===== config.mk =====
export PLATFORM = sky130hd
export DESIGN_NAME = inst_encoder_loader_flat
export DESIGN_NICKNAME = d
export VERILOG_FILES = /design/src/rtl/inst_encoder_loader_pkg.sv /design/src/rtl/inst_encoder_loader_if.sv /design/src/rtl/inst_encoder_loader_pack.sv /design/src/rtl/inst_encoder_loader.sv /design/src/flat_wrapper.sv
export SDC_FILE = /design/constraint.sdc
export NUM_CORES = 1
export LEC_CHECK = 0
export BUFFER_PORTS_ARGS = -buffer_cell sky130_fd_sc_hd__buf_4
export CAP_MARGIN = 25
export CORE_MARGIN = 1.5
export CORE_UTILIZATION = 52
export CTS_BUF_LIST = sky130_fd_sc_hd__clkbuf_2 sky130_fd_sc_hd__clkbuf_4 sky130_fd_sc_hd__clkbuf_8
export DETAILED_ROUTE_END_ITERATION = 7
export GPL_ROUTABILITY_DRIVEN = 1
export PLACE_DENSITY = 0.82
export RECOVER_POWER = 50
export SLEW_MARGIN = 10
export SYNTH_ARGS = -nofsm -noshare
export SYNTH_HDL_FRONTEND = slang
export SYNTH_SLANG_ARGS = --single-unit

===== constraint.sdc =====
create_clock -name clock -period 2.8 [get_ports clock]
set_input_delay 0.56 -clock clock [delete_from_list [all_inputs] [get_ports clock]]
set_output_delay 0.56 -clock clock [all_outputs]
set_load 0.02 [all_outputs]

===== src/rtl/inst_encoder_loader_pkg.sv =====
// ============================================================================
// Module      : inst_encoder_loader_pkg
// Description : ISA constants shared by the instruction encoder/loader:
//               opcode values, field bit positions and the word-format enum.
// Revision    : 1.0  initial release
// ============================================================================
`default_nettype none

package inst_encoder_loader_pkg;

  // Opcodes
  localparam logic [4:0] OP_ALU  = 5'b00000;
  localparam logic [4:0] OP_J    = 5'b00001;
  localparam logic [4:0] OP_BNE  = 5'b00010;
  localparam logic [4:0] OP_JAL  = 5'b00011;
  localparam logic [4:0] OP_JR   = 5'b00100;
  localparam logic [4:0] OP_ADDI = 5'b00101;
  localparam logic [4:0] OP_BLT  = 5'b00110;
  localparam logic [4:0] OP_SW   = 5'b00111;
  localparam logic [4:0] OP_LW   = 5'b01000;
  localparam logic [4:0] OP_SETX = 5'b10101;
  localparam logic [4:0] OP_BEX  = 5'b10110;

  // Field positions (LSB of each field) and widths
  localparam int REG_W     = 5;
  localparam int OP_LSB    = 27;
  localparam int RD_LSB    = 22;
  localparam int RS_LSB    = 17;
  localparam int RT_LSB    = 12;
  localparam int SHAMT_LSB = 7;
  localparam int ALUOP_LSB = 2;
  localparam int IMM_W     = 17;
  localparam int TARGET_W  = 27;

  typedef enum logic [2:0] {
    FMT_R   = 3'd0,
    FMT_I   = 3'd1,
    FMT_JI  = 3'd2,
    FMT_JII = 3'd3,
    FMT_BAD = 3'd4
  } fmt_e;

endpackage

`default_nettype wire


===== src/rtl/inst_encoder_loader_if.sv =====
// ============================================================================
// Module      : inst_encoder_loader_if
// Description : Bundles the loader's control, field stream, imem write port
//               and status signals.
//               slave  : the loader (consumes start/fields, drives imem/status)
//               master : the boot/test agent feeding it
// Revision    : 1.0  initial release
// ============================================================================
`default_nettype none

interface inst_encoder_loader_if #(
  parameter int ADDR_W = 12
);
  logic              start;
  logic              in_valid;
  logic              in_ready;
  logic              in_last;
  logic [4:0]        in_opcode;
  logic [4:0]        in_rd;
  logic [4:0]        in_rs;
  logic [4:0]        in_rt;
  logic [4:0]        in_shamt;
  logic [4:0]        in_aluop;
  logic [16:0]       in_imm;
  logic [26:0]       in_target;
  logic              imem_we;
  logic [ADDR_W-1:0] imem_addr;
  logic [31:0]       imem_data;
  logic              busy;
  logic              done;
  logic              err_opcode;
  logic              err_full;
  logic [ADDR_W:0]   count;

  modport slave (
    input  start, in_valid, in_last, in_opcode, in_rd, in_rs, in_rt,
           in_shamt, in_aluop, in_imm, in_target,
    output in_ready, imem_we, imem_addr, imem_data, busy, done,
           err_opcode, err_full, count
  );

  modport master (
    output start, in_valid, in_last, in_opcode, in_rd, in_rs, in_rt,
           in_shamt, in_aluop, in_imm, in_target,
    input  in_ready, imem_we, imem_addr, imem_data, busy, done,
           err_opcode, err_full, count
  );
endinterface

`default_nettype wire


===== src/rtl/inst_encoder_loader_pack.sv =====
// ============================================================================
// Module      : inst_encoder_loader_pack
// Description : Combinational packer: opcode + decoded fields -> 32-bit ISA
//               word and its format. Unsupported opcodes give FMT_BAD and 0.
// Ports       : opcode_i, rd_i, rs_i, rt_i, shamt_i, aluop_i, imm_i,
//               target_i -> word_o (32b), fmt_o (fmt_e)
// Revision    : 1.0  initial release
// ============================================================================
`default_nettype none

module inst_encoder_loader_pack
  import inst_encoder_loader_pkg::*;
(
  input  logic [4:0]  opcode_i,
  input  logic [4:0]  rd_i,
  input  logic [4:0]  rs_i,
  input  logic [4:0]  rt_i,
  input  logic [4:0]  shamt_i,
  input  logic [4:0]  aluop_i,
  input  logic [16:0] imm_i,
  input  logic [26:0] target_i,
  output logic [31:0] word_o,
  output fmt_e        fmt_o
);

  always_comb begin
    fmt_o = FMT_BAD;
    case (opcode_i)
      OP_ALU:                                 fmt_o = FMT_R;
      OP_ADDI, OP_SW, OP_LW, OP_BNE, OP_BLT:  fmt_o = FMT_I;
      OP_J, OP_JAL, OP_BEX, OP_SETX:          fmt_o = FMT_JI;
      OP_JR:                                  fmt_o = FMT_JII;
      default:                                fmt_o = FMT_BAD;
    endcase
  end

  // Only the fields belonging to the selected format are placed; everything
  // else stays zero so stray field values never leak into the word.
  always_comb begin
    word_o = '0;
    case (fmt_o)
      FMT_R: begin
        word_o[OP_LSB    +: REG_W] = opcode_i;
        word_o[RD_LSB    +: REG_W] = rd_i;
        word_o[RS_LSB    +: REG_W] = rs_i;
        word_o[RT_LSB    +: REG_W] = rt_i;
        word_o[SHAMT_LSB +: REG_W] = shamt_i;
        word_o[ALUOP_LSB +: REG_W] = aluop_i;
      end
      FMT_I: begin
        word_o[OP_LSB +: REG_W] = opcode_i;
        word_o[RD_LSB +: REG_W] = rd_i;
        word_o[RS_LSB +: REG_W] = rs_i;
        word_o[0      +: IMM_W] = imm_i;
      end
      FMT_JI: begin
        word_o[OP_LSB +: REG_W]    = opcode_i;
        word_o[0      +: TARGET_W] = target_i;
      end
      FMT_JII: begin
        word_o[OP_LSB +: REG_W] = opcode_i;
        word_o[RD_LSB +: REG_W] = rd_i;
      end
      default: word_o = '0;
    endcase
  end

endmodule

`default_nettype wire


===== src/rtl/inst_encoder_loader.sv =====
// ============================================================================
// Module      : inst_encoder_loader
// Description : Accepts decoded instruction bundles, packs them into 32-bit
//               ISA words and writes them sequentially into imem starting at
//               BASE_ADDR, optionally padding PAD_NOPS zero words at the end.
// Ports       : clock, reset (async, active high)
//               bus (slave): start, in_* stream, imem_we/addr/data,
//                            busy, done, err_opcode, err_full, count
// Revision    : 1.0  initial release
// ============================================================================
`default_nettype none

module inst_encoder_loader
  import inst_encoder_loader_pkg::*;
#(
  parameter int ADDR_W    = 12,
  parameter int BASE_ADDR = 0,
  parameter int DEPTH     = 4096,
  parameter int PAD_NOPS  = 0
) (
  input  logic                 clock,
  input  logic                 reset,
  inst_encoder_loader_if.slave bus
);

  typedef enum logic [1:0] {
    S_IDLE = 2'd0,
    S_LOAD = 2'd1,
    S_PAD  = 2'd2,
    S_DONE = 2'd3
  } state_e;

  localparam logic [ADDR_W-1:0] c_base     = ADDR_W'(BASE_ADDR);
  localparam logic [ADDR_W:0]   c_depth    = (ADDR_W+1)'(DEPTH);
  localparam logic [ADDR_W:0]   c_one      = (ADDR_W+1)'(1);
  localparam logic [ADDR_W:0]   c_pad_last = (ADDR_W+1)'((PAD_NOPS > 0) ? PAD_NOPS - 1 : 0);
  localparam bit                c_has_pad  = (PAD_NOPS > 0);

  state_e            state_q, state_d;
  logic [ADDR_W:0]   count_q, count_d;
  logic [ADDR_W:0]   pad_q, pad_d;
  logic              we_q, we_d;
  logic [ADDR_W-1:0] addr_q, addr_d;
  logic [31:0]       data_q, data_d;
  logic              err_op_q, err_op_d;
  logic              err_full_q, err_full_d;

  logic [31:0]       w_word;
  fmt_e              w_fmt;
  logic              w_full;
  logic              w_ready;
  logic              w_accept;
  logic [ADDR_W-1:0] w_ptr;

  inst_encoder_loader_pack u_pack (
    .opcode_i (bus.in_opcode),
    .rd_i     (bus.in_rd),
    .rs_i     (bus.in_rs),
    .rt_i     (bus.in_rt),
    .shamt_i  (bus.in_shamt),
    .aluop_i  (bus.in_aluop),
    .imm_i    (bus.in_imm),
    .target_i (bus.in_target),
    .word_o   (w_word),
    .fmt_o    (w_fmt)
  );

  // count already includes a write issued on the previous edge, so the
  // full check always sees every word committed so far.
  assign w_full   = (count_q == c_depth);
  assign w_ready  = (state_q == S_LOAD) && !w_full;
  assign w_accept = bus.in_valid && w_ready;
  assign w_ptr    = c_base + count_q[ADDR_W-1:0];

  always_comb begin
    state_d    = state_q;
    count_d    = count_q;
    pad_d      = pad_q;
    we_d       = 1'b0;
    addr_d     = addr_q;
    data_d     = data_q;
    err_op_d   = err_op_q;
    err_full_d = err_full_q;
    case (state_q)
      S_IDLE, S_DONE: begin
        if (bus.start) begin
          state_d    = S_LOAD;
          count_d    = '0;
          pad_d      = '0;
          err_op_d   = 1'b0;
          err_full_d = 1'b0;
        end
      end
      S_LOAD: begin
        if (w_full && bus.in_valid) begin
          err_full_d = 1'b1;
          state_d    = S_DONE;
        end else if (w_accept) begin
          if (w_fmt != FMT_BAD) begin
            we_d    = 1'b1;
            addr_d  = w_ptr;
            data_d  = w_word;
            count_d = count_q + c_one;
          end else begin
            err_op_d = 1'b1;
          end
          if (bus.in_last) begin
            state_d = c_has_pad ? S_PAD : S_DONE;
          end
        end
      end
      S_PAD: begin
        if (w_full) begin
          state_d = S_DONE;
        end else begin
          we_d    = 1'b1;
          addr_d  = w_ptr;
          data_d  = '0;
          count_d = count_q + c_one;
          pad_d   = pad_q + c_one;
          if (pad_q == c_pad_last) begin
            state_d = S_DONE;
          end
        end
      end
      default: state_d = S_IDLE;
    endcase
  end

  always_ff @(posedge clock or posedge reset) begin
    if (reset) begin
      state_q    <= S_IDLE;
      count_q    <= '0;
      pad_q      <= '0;
      we_q       <= 1'b0;
      addr_q     <= c_base;
      data_q     <= '0;
      err_op_q   <= 1'b0;
      err_full_q <= 1'b0;
    end else begin
      state_q    <= state_d;
      count_q    <= count_d;
      pad_q      <= pad_d;
      we_q       <= we_d;
      addr_q     <= addr_d;
      data_q     <= data_d;
      err_op_q   <= err_op_d;
      err_full_q <= err_full_d;
    end
  end

  assign bus.in_ready   = w_ready;
  assign bus.imem_we    = we_q;
  assign bus.imem_addr  = addr_q;
  assign bus.imem_data  = data_q;
  assign bus.busy       = (state_q == S_LOAD) || (state_q == S_PAD);
  assign bus.done       = (state_q == S_DONE);
  assign bus.err_opcode = err_op_q;
  assign bus.err_full   = err_full_q;
  assign bus.count      = count_q;

endmodule

`default_nettype wire


===== src/flat_wrapper.sv =====
// flat-port wrapper written by rule: the top's interface ports become plain ports
module inst_encoder_loader_flat import inst_encoder_loader_pkg::*;
#(
  parameter int ADDR_W    = 12,
  parameter int BASE_ADDR = 0,
  parameter int DEPTH     = 4096,
  parameter int PAD_NOPS  = 0
)
  (clock, reset, bus_start, bus_in_valid, bus_in_last, bus_in_opcode, bus_in_rd, bus_in_rs, bus_in_rt, bus_in_shamt, bus_in_aluop, bus_in_imm, bus_in_target, bus_in_ready, bus_imem_we, bus_imem_addr, bus_imem_data, bus_busy, bus_done, bus_err_opcode, bus_err_full, bus_count);
  inst_encoder_loader_if #(.ADDR_W(ADDR_W)) bus_i ();
  input  logic clock;
  input  logic reset;
  input wire logic [$bits(bus_i.start)-1:0] bus_start;
  input wire logic [$bits(bus_i.in_valid)-1:0] bus_in_valid;
  input wire logic [$bits(bus_i.in_last)-1:0] bus_in_last;
  input wire logic [$bits(bus_i.in_opcode)-1:0] bus_in_opcode;
  input wire logic [$bits(bus_i.in_rd)-1:0] bus_in_rd;
  input wire logic [$bits(bus_i.in_rs)-1:0] bus_in_rs;
  input wire logic [$bits(bus_i.in_rt)-1:0] bus_in_rt;
  input wire logic [$bits(bus_i.in_shamt)-1:0] bus_in_shamt;
  input wire logic [$bits(bus_i.in_aluop)-1:0] bus_in_aluop;
  input wire logic [$bits(bus_i.in_imm)-1:0] bus_in_imm;
  input wire logic [$bits(bus_i.in_target)-1:0] bus_in_target;
  output wire logic [$bits(bus_i.in_ready)-1:0] bus_in_ready;
  output wire logic [$bits(bus_i.imem_we)-1:0] bus_imem_we;
  output wire logic [$bits(bus_i.imem_addr)-1:0] bus_imem_addr;
  output wire logic [$bits(bus_i.imem_data)-1:0] bus_imem_data;
  output wire logic [$bits(bus_i.busy)-1:0] bus_busy;
  output wire logic [$bits(bus_i.done)-1:0] bus_done;
  output wire logic [$bits(bus_i.err_opcode)-1:0] bus_err_opcode;
  output wire logic [$bits(bus_i.err_full)-1:0] bus_err_full;
  output wire logic [$bits(bus_i.count)-1:0] bus_count;
  assign bus_i.start = bus_start;
  assign bus_i.in_valid = bus_in_valid;
  assign bus_i.in_last = bus_in_last;
  assign bus_i.in_opcode = bus_in_opcode;
  assign bus_i.in_rd = bus_in_rd;
  assign bus_i.in_rs = bus_in_rs;
  assign bus_i.in_rt = bus_in_rt;
  assign bus_i.in_shamt = bus_in_shamt;
  assign bus_i.in_aluop = bus_in_aluop;
  assign bus_i.in_imm = bus_in_imm;
  assign bus_i.in_target = bus_in_target;
  assign bus_in_ready = bus_i.in_ready;
  assign bus_imem_we = bus_i.imem_we;
  assign bus_imem_addr = bus_i.imem_addr;
  assign bus_imem_data = bus_i.imem_data;
  assign bus_busy = bus_i.busy;
  assign bus_done = bus_i.done;
  assign bus_err_opcode = bus_i.err_opcode;
  assign bus_err_full = bus_i.err_full;
  assign bus_count = bus_i.count;
  inst_encoder_loader #(.ADDR_W(ADDR_W), .BASE_ADDR(BASE_ADDR), .DEPTH(DEPTH), .PAD_NOPS(PAD_NOPS)) u_core (.clock(clock), .reset(reset), .bus(bus_i));
endmodule

==> reports/qor.txt, run 1 <==
Status = complete, but fails checks
Failing checks = max-capacitance violations, max-slew violations
Design area = 5440 um2
Total length of routed wires = 10900 um
Share of layout cells above drive strength 1 = 0.284
WP data required = 3050 ps
Die height = 92.2 um
Vias = 3891
Area post-placement = 5340 um2
Ant. Diodes = 0
Arrival @ worst endpoint = 2880 ps
Clock Sinks = 75
DR vias/cell = 5.76
Fin Setup TNS = 0 ps
Post-synth EDFFs = 0
1st-iter DRT viols = 165
Leakage = 2.77 nW
Post-Layout Cell Count = 676
Final setup vio count = 0
Clk pwr share = 0.229
Setup repair after global routing missed its margin = false
DR pass1 iterations = 5
Ys flop type = dfrtp_1
R2R depth = 7
CTS tree = built
Root Buffer = clkbuf_8
Critical Path Fanout Max = 22
Largest net degree at the start of global routing = 76
Buffers on Ports = 141
Synth cell types = 48
Gpl congestion = 0.890
# rows = 32
Max-cap violations = 1
H-tree Lvls = 3
Die span in x = 92.2 um
GRT Util Overall = 0.271
Num CTS Buffers = 9
Setup CP Type = flop to flop
Final period utilization = 0.940
Max Freq = 380 MHz
Drt drc = 0
Initial Util = 0.535
Worst min path class = input port to flop
Mapped Cells = 429
Flops & latches, synth = 75
Final max-slew violation count = 76
Register share of total power = 0.354
Core area = 7730 um2
Layout Skew = 7.11 ps
CP endpoint kind = flop
Clk pin slew, worst setup/hold paths = 80 ps
DR WL/cell = 16.1 um
Syn_nets = 517
Mean area per synthesized cell = 9.64 um2
Power per cell area = 750 nW/um2
Top Ports = 142
Synth async-reset ratio = 1.00
Pint = 2.48 mW
Die area = 8500 um2
Cells on Worst Hold Path = 2
Area overhead of the layout relative to synthesis = 31.5%
Clk buf depth = 2
Relative slew slack = -0.187
Final Hold Viols = 0
Commonest cells after routing, fill and taps aside = buf_4 (129), dfrtp_1 (75), nand2_1 (52)
Worst Setup Slack post-DPL = 25.0 ps
Detail Route Antenna Nets = 0
Switching power = 1.60 mW
Sw Ratio = 0.393
Worst-case vdd ir drop = 387 uV
Post-Syn Area = 4140 um2
Initial antenna violation count = 0
# fillers = 613
GRT overflow = 0
First-pass GRT wire length = 18100 um
Worst slew pin tran = 1780 ps
Sequential share of the synthesized area = 0.454
Worst setup margin = 168 ps
Most common cell after layout, fill and taps aside = buf_4
# hold bufs at CTS = 0
Post-Place Cells = 660
Startpoint Class = flop
HPWL after DPL = 8150 um
Tmin final = 2630 ps
Clock Latency Late Sink = 360 ps
Number of synthesis warnings = 0
Number of global-route vias before repair = 3718
Layout Utilization = 0.704
Comb pwr share = 0.417
Final #Nets = 657
cells in the mapped netlist (2+ instances only):
cell type / number / area, um2
o21ai_1: 3 / 15.0
nor4_1: 3 / 18.8
nand3_1: 18 / 90.1
a21oi_1: 5 / 25.0
nor4_2: 3 / 37.5
a211oi_1: 2 / 15.0
o21bai_1: 4 / 30.0
nor2_1: 25 / 93.8
a22o_1: 42 / 368
a31oi_1: 4 / 25.0
ha_1: 9 / 113
a21bo_2: 2 / 20.0
or3b_1: 2 / 17.5
o21ai_0: 14 / 70.1
inv_1: 16 / 60.1
buf_4: 3 / 22.5
o31ai_1: 3 / 22.5
or3_1: 3 / 18.8
a32o_1: 3 / 30.0
nand2_1: 52 / 195
nand4_1: 10 / 62.6
xor2_1: 11 / 96.3
nor4b_1: 2 / 17.5
a211o_1: 16 / 140
or2_2: 2 / 12.5
a21o_1: 3 / 22.5
dfrtp_1: 75 / 1880
nor2b_1: 2 / 12.5
and3_1: 18 / 113
nor3_1: 7 / 35.0
clkbuf_1: 15 / 56.3
mux2i_1: 3 / 30.0
nor3b_1: 16 / 120
buf_2: 13 / 65.1
nor4b_2: 2 / 30.0
nand2b_1: 4 / 25.0
and2_1: 3 / 18.8
sequential cells by signal, summed over array words and instances, names as in the netlist:
| register | cells |
|---|---|
| u_core.state_q | 2 |
| u_core.bus.count | 13 |
| u_core.bus.err_full | 1 |
| u_core.bus.imem_addr | 12 |
| u_core.pad_q | 13 |
| u_core.bus.imem_data | 32 |
| u_core.bus.imem_we | 1 |
| u_core.bus.err_opcode | 1 |
power by group through the flow:
| stage | combinational [mW] | clock [mW] | sequential [mW] |
|---|---|---|---|
| 5_1_grt | 1.84 | 0.992 | 1.47 |
| 3_3_place_gp | 1.75 | 0 | 1.46 |
| 6_report | 1.70 | 0.934 | 1.44 |
| 3_5_place_dp | 1.79 | 0 | 1.46 |
| 4_1_cts | 1.79 | 0.946 | 1.45 |
| 2_1_floorplan | 0.830 | 0 | 1.68 |
cell type report:
cell class                 count  area, um2  area share
inverter                      16       60.1      0.0110
timing repair buffer         161       1090       0.201
tap                          102        128      0.0235
clock inverter                 7        101      0.0186
clock buffer                   9        124      0.0228
multi-input combinational    306       2060       0.378
sequential                    75       1880       0.345
cells by family (layout without fill, tap and decap cells):
| logic type | Yosys count | count (layout) | synth area share |
|---|---|---|---|
| and+or+nand+nor | 174 | 174 | 0.227 |
| AOI/OAI and AO/OA | 108 | 108 | 0.206 |
| DFF | 75 | 75 | 0.454 |
| buffers and inverters | 48 | 193 | 0.0520 |
| xor gates and xnor gates | 11 | 11 | 0.0233 |
| adders and majority gates | 9 | 9 | 0.0272 |
| muxes | 4 | 4 | 0.00998 |
timing repair:
item,CTS,global route
endpoints found under the hold margin,0,0
setup buffers,0,0
endpoints found under the setup margin,0,2
gates resized for setup,0,1
through the flow:
step	hold WS [ps]	total power, mW
after global routing	478	4.31
after detailed placement	463	3.25
after global placement	458	3.20
after floorplan	499	2.51
after CTS	293	4.18
final	472	4.08
final timing paths:
kind / slack (ps) / start / endpoint
min in group asynchronous: 830 / reset / u_core.bus.imem_data[23]$_DFFE_PP0P_
min reg2reg: 480 / u_core.bus.imem_addr[7]$_DFFE_PP0P_ / u_core.bus.imem_addr[7]$_DFFE_PP0P_
max reg2reg: 170 / u_core.state_q[0]$_DFFE_PP0P_ / u_core.bus.imem_data[17]$_DFFE_PP0P_
max: 170 / u_core.state_q[0]$_DFFE_PP0P_ / u_core.bus.imem_data[17]$_DFFE_PP0P_
max in group asynchronous: 920 / reset / u_core.bus.imem_addr[8]$_DFFE_PP0P_
min: 470 / bus_in_opcode[1] / u_core.bus.imem_data[28]$_DFFE_PP0P_
worst max-delay path: stages, from the launching register on:
cell      delay [ps]
dfrtp_1          410
inv_1             60
ha_1             350
nor4b_1          320
a311oi_1         140
or3b_2           700
buf_4            290
a22o_1           250
metal layers:
metal  wire length, um  global-route usage
met3               672              0.0489
met5                 0                   0
met4               312               0.129
met1              4650               0.360
met2              5270               0.428
(Power assumes the default switching activity.)
==> inputs of run 2 (changes only) <==
--- a/config.mk
+++ b/config.mk
@@ -19,2 +19,3 @@
 export SYNTH_HDL_FRONTEND = slang
 export SYNTH_SLANG_ARGS = --single-unit
+export TNS_END_PERCENT = 5
==> constraint.sdc (replaced) <==
create_clock -name clock -period 2.8 [get_ports clock]
set_input_delay 0.42 -clock clock [delete_from_list [all_inputs] [get_ports clock]]
set_output_delay 0.42 -clock clock [all_outputs]
set_load 0.02 [all_outputs]
==> reports/qor.txt, run 2 (synthesized netlist as in run 1, its figures left out) <==
Area overhead of the layout relative to synthesis = 31.4%
Top Ports = 142
Clk buf depth = 2
Worst-case vdd ir drop = 369 uV
Die height = 92.2 um
Max Freq = 386 MHz
Arrival @ worst endpoint = 2820 ps
Critical Path Fanout Max = 31
Die area = 8500 um2
GRT Util Overall = 0.263
Relative slew slack = 0.276
Power Total = 4.07 mW
Clock Sinks = 75
Number of global-route vias before repair = 3654
Gpl congestion = 0.882
Number of setup buffers added after CTS = 0
Design area = 5440 um2
R2r startpoint = u_core.state_q[0]$_DFFE_PP0P_
Ant. Diodes = 0
Vias = 3862
Final #Nets = 655
Worst slew pin tran = 1090 ps
Tmin final = 2590 ps
HPWL after DPL = 8010 um
Layout Skew = 7.20 ps
Initial Util = 0.535
CTS tree = built
Num CTS Buffers = 9
Share of layout cells above drive strength 1 = 0.278
# rows = 32
Final setup vio count = 0
FF/Latch Area = 1880 um2
CP endpoint kind = flop
Power per cell area = 748 nW/um2
Total length of routed wires = 10900 um
1st-iter DRT viols = 158
GRT overflow = 0
Final period utilization = 0.924
Final max-slew violation count = 0
First-pass GRT wire length = 17700 um
Initial antenna violation count = 0
Final Hold Viols = 0
Startpoint Class = flop
Flip-flop count of the largest register after layout = 32
# hold bufs at CTS = 0
Most common cell after layout, fill and taps aside = buf_4
Clock Latency Late Sink = 340 ps
# fillers = 617
DR pass1 iterations = 4
H-tree Lvls = 3
Setup CP Type = flop to flop
Worst min path class = input port to async pin
Commonest cells after routing, fill and taps aside = buf_4 (122), dfrtp_1 (75), nand2_1 (52)
Detail Route Antenna Nets = 0
Largest net degree at the start of global routing = 33
DR WL/cell = 16.1 um
Die span in x = 92.2 um
Area post-placement = 5330 um2
Core area = 7730 um2
Leakage = 2.77 nW
Root Buffer = clkbuf_8
Setup repair after global routing missed its margin = false
Area of the multi-input gates = 2060 um2
Crit. Startpoint = u_core.state_q[0]$_DFFE_PP0P_
Clk pin slew, worst setup/hold paths = 80 ps
Status = completed
Max-cap violations = 0
Fin Setup TNS = 0 ps
Drt drc = 0
Buffers on Ports = 141
WP data required = 3030 ps
DR vias/cell = 5.73
[run 2: changes by cell type in the layout (fill, tap and decap cells not counted), sizes merged]
cell      change
clkbuf        +2
clkinv        +1
clkinvlp      -1
buf           -4
[run 2: timing repair]
| action | CTS | global route |
|---|---|---|
| endpoints found under the hold margin | 0 | 0 |
| resized for setup | 0 | 1 |
| setup endpoints to repair | 0 | 3 |
[run 2: worst paths after layout]
| kind | endpoint | slack, ps | cells after the start |
|---|---|---|---|
| max | u_core.bus.imem_data[18]$_DFFE_PP0P_ | 210 | 7 |
| min | u_core.bus.imem_data[23]$_DFFE_PP0P_ | 350 | 2 |
| max reg2reg | u_core.bus.imem_data[18]$_DFFE_PP0P_ | 210 | 7 |
| min reg2reg | u_core.bus.imem_addr[11]$_DFFE_PP0P_ | 480 | 2 |
| max in group asynchronous | u_core.bus.imem_data[8]$_DFFE_PP0P_ | 970 | 3 |
| min in group clock | u_core.bus.imem_data[28]$_DFFE_PP0P_ | 350 | 2 |
[run 2: per-layer routing]
layer / track usage / share of wire
met1: 0.356 / 0.42
met2: 0.428 / 0.49
met3: 0.0489 / 0.072
met4: 0.0846 / 0.013
met5: 0 / 0
[run 2: layout make-up]
class                   count  area share
clock buffers               9      0.0228
clock inverters             7      0.0168
inverters                  16      0.0110
multi-input cells         306       0.378
flip-flops and latches     75       0.345
well taps                 102      0.0235
repair buffers            159       0.202
[run 2: where the power goes]
group / total (mW) / switching (mW) / internal (mW)
clock: 0.906 / 0.406 / 0.500
sequential: 1.45 / 0.158 / 1.29
combinational: 1.71 / 1.03 / 0.682
[run 2: metrics by stage]
step                      setup WS (ps)   util  std cells  hold slack [ps]
after floorplan                     470      -        429              499
after global placement              230  0.689        657              460
after detailed placement            153  0.689        657              465
after CTS                           194  0.717        673              165
after global routing               47.5  0.704        674              359
final                               213  0.704        674              350
[run 2: worst max-delay path, stage by stage, from the launching register on]
cell      delay, ps
dfrtp_1         400
inv_1            60
ha_1            340
nor4b_1         280
a311oi_1        130
or3b_2          730
buf_12          270
a22o_1          240
==> inputs of run 3 (changes only) <==
BUFFER_PORTS_ARGS = unset   (was -buffer_cell sky130_fd_sc_hd__buf_4)
CAP_MARGIN = unset   (was 25)
CORE_UTILIZATION = 55   (was 52)
DONT_BUFFER_PORTS = 1   (was unset)
PLACE_DENSITY = 0.7   (was 0.82)
==> reports/qor.txt, run 3 (synthesized netlist as in run 1, its figures left out) <==
Die area = 8050 um2
Core area = 7250 um2
Startpoint Class = flop
Final period utilization = 0.897
Status = completed
Worst setup margin = 289 ps
CTS tree = built
H-tree Lvls = 3
Share of layout cells above drive strength 1 = 0.125
Clock Latency Late Sink = 360 ps
Max-cap violations = 0
HPWL after DPL = 7230 um
Commonest cells after routing, fill and taps aside = dfrtp_1 (75), nand2_1 (52), a22o_1 (42)
Initial antenna violation count = 0
WP data required = 3080 ps
Top Ports = 142
Final setup vio count = 0
Layout Skew = 8.99 ps
Critical Path Fanout Max = 16
Register-to-register setup slack = 290 ps
Ant. Diodes = 0
Largest net degree at the start of global routing = 33
Number of global-route vias before repair = 3300
Power per cell area = 792 nW/um2
Final #Nets = 524
Detail Route Antenna Nets = 0
Final max-slew violation count = 0
Most common cell after layout, fill and taps aside = dfrtp_1
CP most frequent cell = inv_1
Relative slew slack = 0.239
Num CTS Buffers = 9
CP endpoint kind = flop
Root Buffer = clkbuf_8
Die span in x = 89.7 um
Crit path largest cell delay = 880 ps
Clk buf depth = 2
Arrival @ worst endpoint = 2790 ps
Buffers on Ports = 0
Die height = 89.7 um
Power Total = 3.55 mW
1st-iter DRT viols = 141
First-pass GRT wire length = 16400 um
Clk pin slew, worst setup/hold paths = 80 ps
Drt drc = 0
Gpl congestion = 0.867
Worst min path class = input port to flop
Clock Sinks = 75
DR vias/cell = 6.21
Leakage = 2.18 nW
Area overhead of the layout relative to synthesis = 8.29%
GRT Util Overall = 0.252
Final Hold Viols = 0
# rows = 31
Worst slew pin tran = 1140 ps
Fin Setup TNS = 0 ps
Setup CP Type = flop to flop
Vias = 3356
DR WL/cell = 18.4 um
Layout Utilization = 0.618
Setup repair after global routing missed its margin = false
Max Freq = 398 MHz
Number of setup buffers added after CTS = 0
CP max-delay cell = nor3b_2
GRT overflow = 0
Total length of routed wires = 9940 um
DR pass1 iterations = 5
Tmin final = 2510 ps
Top cell family by delay on the critical path = simple AND/OR/NAND/NOR gates
Worst-case vdd ir drop = 419 uV
Flip-flop count of the largest register after layout = 32
Worst Path Buf+Inv = 3
CP cell instances = inv_1, ha_1, buf_4, inv_1, a311oi_1, nor3b_2, a41oi_1, nor2_1
Worst Setup Slack post-DPL = 143 ps
Initial Util = 0.570
==> run 3: final timing paths <==
check                           cells past startpoint                          start                                    to
worst max-delay path                                8  u_core.state_q[0]$_DFFE_PP0P_       u_core.bus.count[9]$_DFFE_PP0P_
worst min-delay path                                1               bus_in_opcode[1]  u_core.bus.imem_data[28]$_DFFE_PP0P_
worst max register to register                      8  u_core.state_q[0]$_DFFE_PP0P_       u_core.bus.count[9]$_DFFE_PP0P_
worst min register to register                      1  u_core.state_q[0]$_DFFE_PP0P_         u_core.state_q[0]$_DFFE_PP0P_
max in group asynchronous                           3                          reset          u_core.pad_q[11]$_DFFE_PP0P_
min in group asynchronous                           2                          reset   u_core.bus.imem_data[0]$_DFFE_PP0P_
==> run 3: layout make-up <==
cell class,instances,area [um2]
clock inverters,6,41.3
repair buffers,28,193
multi-input cells,306,2050
fillers,641,2770
flip-flops and latches,75,1880
well taps,99,124
inverters,16,61.3
clock buffers,10,131
==> run 3: layer usage <==
metal,GRT usage,wire (um),vias to the layer above
met1,0.310,4310,1624
met4,0.0886,91,0
met2,0.426,4750,140
li1,-,-,1584
met3,0.0685,787,8
met5,0,0,-
==> run 3: report_power, final <==
| part | internal (mW) | leakage, nW | switching, mW |
|---|---|---|---|
| combinational | 0.422 | 1.08 | 0.693 |
| clock | 0.331 | 0.0821 | 0.419 |
| sequential | 1.29 | 1.02 | 0.394 |
| total | 2.04 | 2.18 | 1.51 |
==> run 3: metrics by stage <==
stage          hold WS, ps  cells  cell area [um2]
2_1_floorplan          499    429             4140
3_3_place_gp           314    523             4310
3_5_place_dp           320    523             4310
4_1_cts                217    540             4500
5_1_grt                227    540             4480
6_report               225    540             4480
==> run 3: repair_timing <==
action,CTS,global route
resized for setup,0,1
setup endpoints to repair,0,16
hold buffers,1,0
endpoints found under the hold margin,23,0
